===== src/rtl/mips_pkg.sv =====
// Shared definitions for the multiply/divide unit.
//   md_state_e    : FSM state encoding (IDLE=0, MULT=1, DIV=2, DONE=3)
//   MD_ITERATIONS : number of Booth / restoring-divide iterations
//   MD_WIDTH      : operand and result width
package mips_pkg;

  localparam int MD_WIDTH      = 32;
  localparam int MD_ITERATIONS = 32;

  typedef enum logic [1:0] {
    ST_IDLE = 2'd0,
    ST_MULT = 2'd1,
    ST_DIV  = 2'd2,
    ST_DONE = 2'd3
  } md_state_e;

endpackage


===== src/rtl/abs_neg32.sv =====
// Conditional two's-complement negation. Driving neg_i with the operand's
// sign bit yields its magnitude; driving it with a result sign restores sign.
// Ports:
//   x_i   in  32  value
//   neg_i in  1   1 = output -x_i, 0 = output x_i
//   y_o   out 32  result
module abs_neg32
  import mips_pkg::*;
(
  input  logic [MD_WIDTH-1:0] x_i,
  input  logic                neg_i,
  output logic [MD_WIDTH-1:0] y_o
);

  assign y_o = neg_i ? (~x_i + {{(MD_WIDTH-1){1'b0}}, 1'b1}) : x_i;

endmodule


===== src/rtl/mult_div_unit.sv =====
// Iterative signed multiply / divide unit.
// Multiply: radix-2 Booth, 32x32 -> 64, one iteration per clock.
// Divide  : restoring division on magnitudes, one quotient bit per clock,
//           quotient truncated toward zero, remainder carries sign of A.
// Optional feature (macro MULT_DIV_DIVZERO_EN): divide by zero finishes one
// cycle after acceptance with Done and DivZero set and HI/LO untouched.
// Without the macro DivZero is tied low and a zero divisor runs the full
// sequence.
// Ports:
//   clock    in  1   rising-edge clock
//   RESET_in in  1   asynchronous active-high reset
//   MultOp   in  1   start signed multiply (sampled in IDLE)
//   DivOp    in  1   start signed divide (sampled in IDLE, multiply wins)
//   A        in  32  multiplicand / dividend
//   B        in  32  multiplier / divisor
//   HI       out 32  product[63:32] / remainder
//   LO       out 32  product[31:0]  / quotient
//   Busy     out 1   high in MULT and DIV
//   Done     out 1   one-cycle completion pulse
//   DivZero  out 1   one-cycle divide-by-zero flag
//
// state | meaning
// IDLE  | waiting for MultOp / DivOp
// MULT  | Booth iterations, then result load
// DIV   | restoring-divide iterations, then sign fix and result load
// DONE  | one-cycle completion, always returns to IDLE
module mult_div_unit
  import mips_pkg::*;
(
  input  logic                clock,
  input  logic                RESET_in,
  input  logic                MultOp,
  input  logic                DivOp,
  input  logic [MD_WIDTH-1:0] A,
  input  logic [MD_WIDTH-1:0] B,
  output logic [MD_WIDTH-1:0] HI,
  output logic [MD_WIDTH-1:0] LO,
  output logic                Busy,
  output logic                Done,
  output logic                DivZero
);

  localparam logic [4:0] LAST_ITER = 5'(MD_ITERATIONS - 1);

  md_state_e           state_q;
  logic [4:0]          cnt_q;
  logic                iter_done_q;
  logic [MD_WIDTH-1:0] m_q;
  logic [MD_WIDTH:0]   hi_acc_q;
  logic [MD_WIDTH-1:0] lo_acc_q;
  logic                qm1_q;
  logic                neg_quo_q;
  logic                neg_rem_q;
  logic [MD_WIDTH-1:0] hi_q;
  logic [MD_WIDTH-1:0] lo_q;
  logic                busy_q;
  logic                done_q;

  logic [MD_WIDTH-1:0] a_mag;
  logic [MD_WIDTH-1:0] b_mag;
  logic [MD_WIDTH-1:0] quo_fix;
  logic [MD_WIDTH-1:0] rem_fix;

  abs_neg32 u_abs_a (.x_i(A), .neg_i(A[MD_WIDTH-1]), .y_o(a_mag));
  abs_neg32 u_abs_b (.x_i(B), .neg_i(B[MD_WIDTH-1]), .y_o(b_mag));
  abs_neg32 u_fix_q (.x_i(lo_acc_q), .neg_i(neg_quo_q), .y_o(quo_fix));
  abs_neg32 u_fix_r (.x_i(hi_acc_q[MD_WIDTH-1:0]), .neg_i(neg_rem_q), .y_o(rem_fix));

  // Booth step. The upper accumulator is one bit wider than the operand so
  // that subtracting a multiplicand of -2^31 cannot overflow.
  logic [MD_WIDTH:0] m_ext;
  logic [MD_WIDTH:0] booth_sum_d;

  assign m_ext = {m_q[MD_WIDTH-1], m_q};

  always_comb begin
    booth_sum_d = hi_acc_q;
    case ({lo_acc_q[0], qm1_q})
      2'b01:   booth_sum_d = hi_acc_q + m_ext;
      2'b10:   booth_sum_d = hi_acc_q - m_ext;
      default: booth_sum_d = hi_acc_q;
    endcase
  end

  // Restoring-divide step: shift the next dividend bit into the partial
  // remainder and keep the trial difference when it does not borrow.
  logic [MD_WIDTH:0] rem_sh_d;
  logic [MD_WIDTH:0] div_trial_d;
  logic              div_ok_d;

  assign rem_sh_d    = {hi_acc_q[MD_WIDTH-1:0], lo_acc_q[MD_WIDTH-1]};
  assign div_trial_d = rem_sh_d - {1'b0, m_q};
  assign div_ok_d    = ~div_trial_d[MD_WIDTH];

`ifdef MULT_DIV_DIVZERO_EN
  logic divzero_q;
  assign DivZero = divzero_q;
`else
  assign DivZero = 1'b0;
`endif

  always_ff @(posedge clock or posedge RESET_in) begin
    if (RESET_in) begin
      state_q     <= ST_IDLE;
      cnt_q       <= '0;
      iter_done_q <= 1'b0;
      m_q         <= '0;
      hi_acc_q    <= '0;
      lo_acc_q    <= '0;
      qm1_q       <= 1'b0;
      neg_quo_q   <= 1'b0;
      neg_rem_q   <= 1'b0;
      hi_q        <= '0;
      lo_q        <= '0;
      busy_q      <= 1'b0;
      done_q      <= 1'b0;
`ifdef MULT_DIV_DIVZERO_EN
      divzero_q   <= 1'b0;
`endif
    end else begin
      done_q <= 1'b0;
`ifdef MULT_DIV_DIVZERO_EN
      divzero_q <= 1'b0;
`endif
      case (state_q)
        ST_IDLE: begin
          if (MultOp) begin
            m_q         <= A;
            hi_acc_q    <= '0;
            lo_acc_q    <= B;
            qm1_q       <= 1'b0;
            cnt_q       <= '0;
            iter_done_q <= 1'b0;
            busy_q      <= 1'b1;
            state_q     <= ST_MULT;
          end else if (DivOp) begin
            m_q         <= b_mag;
            hi_acc_q    <= '0;
            lo_acc_q    <= a_mag;
            neg_quo_q   <= A[MD_WIDTH-1] ^ B[MD_WIDTH-1];
            neg_rem_q   <= A[MD_WIDTH-1];
            cnt_q       <= '0;
            iter_done_q <= 1'b0;
            busy_q      <= 1'b1;
            state_q     <= ST_DIV;
          end
        end

        ST_MULT: begin
          if (iter_done_q) begin
            hi_q    <= hi_acc_q[MD_WIDTH-1:0];
            lo_q    <= lo_acc_q;
            busy_q  <= 1'b0;
            done_q  <= 1'b1;
            state_q <= ST_DONE;
          end else begin
            hi_acc_q    <= {booth_sum_d[MD_WIDTH], booth_sum_d[MD_WIDTH:1]};
            lo_acc_q    <= {booth_sum_d[0], lo_acc_q[MD_WIDTH-1:1]};
            qm1_q       <= lo_acc_q[0];
            cnt_q       <= cnt_q + 5'd1;
            iter_done_q <= (cnt_q == LAST_ITER);
          end
        end

        ST_DIV: begin
`ifdef MULT_DIV_DIVZERO_EN
          // Latched divisor magnitude is zero only when B was zero.
          if (m_q == '0) begin
            busy_q    <= 1'b0;
            done_q    <= 1'b1;
            divzero_q <= 1'b1;
            state_q   <= ST_DONE;
          end else
`endif
          if (iter_done_q) begin
            hi_q    <= rem_fix;
            lo_q    <= quo_fix;
            busy_q  <= 1'b0;
            done_q  <= 1'b1;
            state_q <= ST_DONE;
          end else begin
            hi_acc_q    <= div_ok_d ? div_trial_d : rem_sh_d;
            lo_acc_q    <= {lo_acc_q[MD_WIDTH-2:0], div_ok_d};
            cnt_q       <= cnt_q + 5'd1;
            iter_done_q <= (cnt_q == LAST_ITER);
          end
        end

        ST_DONE: begin
          state_q <= ST_IDLE;
        end

        default: begin
          state_q <= ST_IDLE;
        end
      endcase
    end
  end

  assign HI   = hi_q;
  assign LO   = lo_q;
  assign Busy = busy_q;
  assign Done = done_q;

endmodule


===== config.mk =====
export PLATFORM = sky130hd
export DESIGN_NAME = mult_div_unit
export DESIGN_NICKNAME = d
export VERILOG_FILES = /design/src/rtl/mips_pkg.sv /design/src/rtl/abs_neg32.sv /design/src/rtl/mult_div_unit.sv
export SDC_FILE = /design/constraint.sdc
export NUM_CORES = 1
export LEC_CHECK = 0
export ABC_CLOCK_PERIOD_IN_PS = 4930
export BUFFER_PORTS_ARGS = -buffer_cell sky130_fd_sc_hd__buf_2
export CAP_MARGIN = 20
export CORE_MARGIN = 3
export CORE_UTILIZATION = 56
export DETAILED_ROUTE_END_ITERATION = 10
export PLACE_DENSITY = 0.79
export SYNTH_ARGS = -nofsm -noshare
export SYNTH_HDL_FRONTEND = slang
export SYNTH_SLANG_ARGS = --single-unit
export TNS_END_PERCENT = 5

===== constraint.sdc =====
create_clock -name clock -period 4.93 [get_ports clock]
set_input_delay 0.493 -clock clock [delete_from_list [all_inputs] [get_ports clock]]
set_output_delay 0.493 -clock clock [all_outputs]
set_load 0.01 [all_outputs]

---- Yosys cells after proc, flatten, opt, wreduce, memory -nomap -nowiden ----
Index checks and enable logic that the tools add are counted.
word-level totals
  register bits ........................... 174
  bits of input ports ..................... 68
operators by class
  $add $sub $neg .......................... 8
  equal/unequal tests ..................... 14
  mux-type cells .......................... 45
  bitwise logic cells ..................... 7
  reductions and logical operators ........ 16
operators by type and width
  kind                   number
  $mux 32                14
  $mux 33                5
  $add 32x1->32 const B  4
  $not 32->32            4
  $pmux 32 s2            2
  $pmux 33 s3            1
  $pmux 32 s3            1
  $pmux 33 s2            1
  $add 33x33->33         1
  $sub 33x32->33         1
  $sub 33x33->33         1
  $mux 5                 3
  $reduce_and 3->1       5
  $ne 2x2->1 const B     6
  $mux 1                 10
  $pmux 5 s2             1
  $reduce_bool 2->1      4
  $eq 2x2->1 const B     3
  $mux 2                 3
  $pmux 1 s2             3
  $pmux 2 s3             1
  $reduce_and 2->1       3
  $add 5x1->5 const B    1
  $eq 5x5->1 const B     1
  other kinds (9)        11

---- Depth between registers and ports, before layout ----
  depth after elaboration ................. 6
  gate-level depth with buffers ........... 22
  gate-level depth less buffers ........... 20

---- Modules after synthesis ----
From an unflattened synthesis, not the netlist that was laid out.
unflattened totals
  cell total of the unflattened synthesis .. 1,930
  area, all modules ....................... 16,334.4 um^2
modules (own cells, without submodules)
  module         times used  cells an instance  area each (um^2)
  mult_div_unit  1           1,534              13,226.4
  abs_neg32      4           99                 777.0

---- Worst setup path after synthesis ----
Ideal clock, no wire load.
  kind .................................... reg-to-reg
  start ................................... register lo_acc_q[0]
  end ..................................... register hi_acc_q[28]
  library setup time ...................... 0.124 ns
  arrival time ............................ 4.013 ns
  required time ........................... 4.806 ns
  path slack .............................. 0.793 ns
  stages on the path, launching flop included .. 16
  period minus slack after synthesis ...... 4.137 ns
  cell sequence ........................... dfrtp_1 -> ha_1 -> clkbuf_1 -> buf_1 -> clkbuf_1 -> nor2_1 -> xnor2_1 -> ha_1 -> o21ai_0 -> a21oi_1 -> o21ai_0 -> o311ai_0 -> a22oi_1 -> a311oi_1 -> xor2_1 -> a211o_1
between the ends
  cells in the longest elaborated chain, start to end .. 4
  elaborated cells on any way between the ends .. 5
  those cells by class .................... eq/ne (2); mux (3)
ends and longest elaborated chain
  what                                      RTL line              text
  from (decl)                               mult_div_unit.sv:50   logic [MD_WIDTH-1:0] lo_acc_q;
  from (signal assigned)                    mult_div_unit.sv:139  lo_acc_q <= a_mag;
  from (signal assigned)                    mult_div_unit.sv:158  lo_acc_q <= {booth_sum_d[0], lo_acc_q[MD_WIDTH-1:1]};
  from (signal assigned)                    mult_div_unit.sv:183  lo_acc_q <= {lo_acc_q[MD_WIDTH-2:0], div_ok_d};
  $eq 2x2->1 or $eq 2x1->1 (tied branches)  mult_div_unit.sv:78   case ({lo_acc_q[0], qm1_q})
  $pmux 33 s2 *                             mult_div_unit.sv:78
  $mux 33 *                                 mult_div_unit.sv:150  if (iter_done_q) begin
  $pmux 33 s3 *                             mult_div_unit.sv:125  case (state_q)
  to (signal assigned)                      mult_div_unit.sv:157  hi_acc_q <= {booth_sum_d[MD_WIDTH], booth_sum_d[MD_WIDTH:1]};
  to (signal assigned)                      mult_div_unit.sv:182  hi_acc_q <= div_ok_d ? div_trial_d : rem_sh_d;
  to (decl)                                 mult_div_unit.sv:49   logic [MD_WIDTH:0] hi_acc_q;
Mark *: on every way between the ends. The rest lies on a longest branch, timed or not. The select of a mux whose other input is x is not followed.
A chain may end at the register's enable or synchronous reset.

---- Worst setup path in the final report ----
  start ................................... register m_q[8]
  end ..................................... register hi_acc_q[31]
between the ends
  cells in the longest elaborated chain, start to end .. 4
  elaborated cells on any way between the ends .. 8
  those cells by class .................... add/sub (3); mux (5)
ends and longest elaborated chain
  what                                          RTL line                                    text
  from (decl)                                   mult_div_unit.sv:48                         logic [MD_WIDTH-1:0] m_q;
  from (signal assigned)                        mult_div_unit.sv:137                        m_q <= b_mag;
  $sub 33x33->33, or another cell as far along  mult_div_unit.sv:80                         2'b10: booth_sum_d = hi_acc_q - m_ext;
  $pmux 33 s2 or $mux 33 (tied branches)        mult_div_unit.sv:78, mult_div_unit.sv:182
  $mux 33 (on tied branches)                    mult_div_unit.sv:150, mult_div_unit.sv:175
  $pmux 33 s3 *                                 mult_div_unit.sv:125
Marked as above.

==> flow_summary.ini <==
[setup_path]
crit_type = reg -> reg
critPathArrivalTime_ns = 4.93
critical_path_required_ns = 5.24
path_max_fanout = 6
cp-start-kind = flop
endpoint_kind = flop

[global_route]
grt_max_degree = 175
grt_antenna_before_repair = 2
grt_pass1_wl_um = 77190
grt_usage = 0.3392
overflow = 0
grt_pass1_vias = 13990

[logic_synthesis]
synth_top_area_frac = 0.2952
yosysSeqAreaShare = 0.2952
syn_avg_cell_area_sq_um = 7.935
synthFlopType = dfrtp_1
ys_types = 72
yosys_warnings = 0
syn_area_sq_mm = 0.01475
yosys-top-cells-area = dfrtp_1 30%, o21ai_0 6.6%, ha_1 6.5%, xnor2_1 6.4%, nand2_1 5.4%
yosys.area.top_type = dfrtp_1
synthArstFlopShare = 1.000
synth_edf_count = 0
yosys-top-cells-count = 213 x nand2_1, 195 x o21ai_0, 174 x dfrtp_1
synth.most_common_cell = nand2_1
synthesis.nets = 2006
ys_ff_latch = 174
synth_cells = 1859

[finish]
area.growth.synth_to_final_pct = 11.10
final_layout_size_suffix_gt1_frac = 0.1178
fin_nets = 2086
fillers = 2271

[timing]
fin_crit_sh = 0.9376
holdWs_ns = 0.3024
drv_slew = 0
rsz0062_at_grt = false
setup_viol = 0
relSlewSlack = 0.3156
tightest_slew_ns = 1.027
min_period_ns = 4.622
setup_tns_ns = 0
finalHoldViolations = 0
max_freq_mhz = 216.3
skew_ns = 0.01465

[clocking]
clk-insertion-delay-late_ns = 0.45
ctsRootBufferMaster = clkbuf_16
post_cts_buffers = 0
cts.path.max_buffers = 2
cts_buffers = 17
clk_pin_slew_worst_paths_ns = 0.09
cts.repair.resized = 0
h-tree-depth = 4
cts_sinks = 174
postCtsHoldBufs = 0
cts_tree = yes

[worst_hold_path]
min_path_type = in -> async

[place]
port_buffers = 133
dpl.hpwl_um = 36600
place_congestion = 1.037

[detailed_routing]
dr.pass1.iters = 7
drtIter0Drc = 1930
wl_um = 48960
routedWlPerCell_um = 21.43
via_per_inst = 6.621
remaining_drc_errors = 0
ant_nets = 0
vias = 15120

[die]
io_pins = 135
die-area_sq_mm = 0.02832
die_width_um = 168.3
die_y_um = 168.3
rows = 58
start_util = 0.5775
core_sq_mm = 0.02554

[power]
vdd_drop_max_v = 0.0005244
switching_power_mw = 6.820
sw_frac_of_total = 0.5416
seqPwrFrac = 0.207
powerDensity_mw_per_mm2 = 768.3
leakagePower_nw = 7.272
p_comb_frac = 0.677
internal-power_mw = 5.772
clkPwrFrac = 0.116

[job]
cap_violations = 0

[outcome]
outcome = finished clean
[worst paths after layout]
check                           slack [ns]      from           end  depth (start not counted)
worst max-delay path                  0.31    m_q[8]  hi_acc_q[31]                         16
worst min-delay path                  0.30  RESET_in        LO[10]                          3
worst max register to register        0.31    m_q[8]  hi_acc_q[31]                         16
worst min register to register        0.47     HI[7]         HI[7]                          2
max in group asynchronous             3.90  RESET_in       m_q[31]                          3
min in group clock                    0.38     A[28]       m_q[28]                          3
[metal layers]
layer  part of all wire  GRT usage  up-vias  routed length, um
met4              0.036     0.1309        2               1785
li1                   -          -     6968                  -
met5            0.00022          0        -                 11
met3               0.11    0.05753      113               5289
met1               0.42     0.4907     7142              20610
met2               0.43     0.5083      897              21260
[state kept, by name (all words and copies together), names as in the netlist, 2 cells and up]
| signal | count |
|---|---|
| lo_acc_q | 32 |
| m_q | 32 |
| HI | 32 |
| cnt_q | 5 |
| hi_acc_q | 33 |
| state_q | 2 |
| LO | 32 |
[power by group through the flow]
stage,registers (mW),clock network [mW],logic (mW)
detailed placement,2.59,0,8.25
CTS,2.56,1.47,8.31
global placement,2.57,0,8.13
global route,2.65,1.53,9.31
floorplan,2.29,0,6.25
finish,2.61,1.46,8.52
[placed cells by master, fill, tap and decap left out, types with 16 or more instances in the layout]
cell	instances
nand2b_1	16
a221oi_1	27
a21oi_1	143
buf_2	133
nor3_1	39
o21ai_0	194
buf_4	39
xor2_1	84
ha_1	77
a22oi_1	17
clkbuf_16	17
dfrtp_1	174
o31ai_1	49
nor2_1	128
nand3_1	30
a31oi_1	22
nand2_1	212
o22ai_1	39
a211oi_1	16
a21o_1	27
o21a_1	16
mux2i_1	21
inv_1	77
xnor2_1	108
[layout make-up]
class                   count  area (sq um)  area share
clock buffers              17         425.4     0.02596
inverters                  79         300.3     0.01832
clock inverters            15         217.7     0.01328
repair buffers            173         978.4     0.05970
flip-flops and latches    174          4354      0.2657
well taps                 330         412.9     0.02519
diodes                      2         5.005   0.0003054
multi-input cells        1494          9696      0.5916
[critical path, cell delays in order (launching register included)]
cell and delay, ns:
dfrtp_1 0.42, inv_1 0.16, nand4_1 0.13, nor4_1 0.47, and3_1 0.36, a31oi_1 0.13
xnor2_1 0.34, ha_1 0.38, a21oi_1 0.15, o21ai_0 0.12, o2bb2ai_1 0.19, a2111oi_0 0.64
a211oi_1 0.16, nor2_1 0.23, mux2i_1 0.28, xor2_1 0.22, o211ai_1 0.10
[per-stage QoR]
step	util	area, sq um	setup slack (ns)	cells	power, mW
floorplan	-	14760	0.7928	1859	8.539
global placement	0.6162	15740	0.5776	2250	10.69
detailed placement	0.6162	15740	0.4556	2250	10.84
CTS	0.6414	16380	0.4252	2282	12.34
global route	0.6415	16390	0.009333	2283	13.49
finish	0.6416	16390	0.3078	2284	12.59
[cells by family (layout without fill, tap and decap cells)]
group	after synthesis	count (layout)	share of synthesized area
mux	29	29	0.02036
fa+ha+maj	79	79	0.06802
simple gates	531	531	0.1660
compound gates	662	662	0.2873
buf+inv	191	284	0.04894
flops	174	174	0.2952
xor+xnor	192	192	0.1140
other cells	1	3	0.0002542
Power figures use the tool's default switching activity.
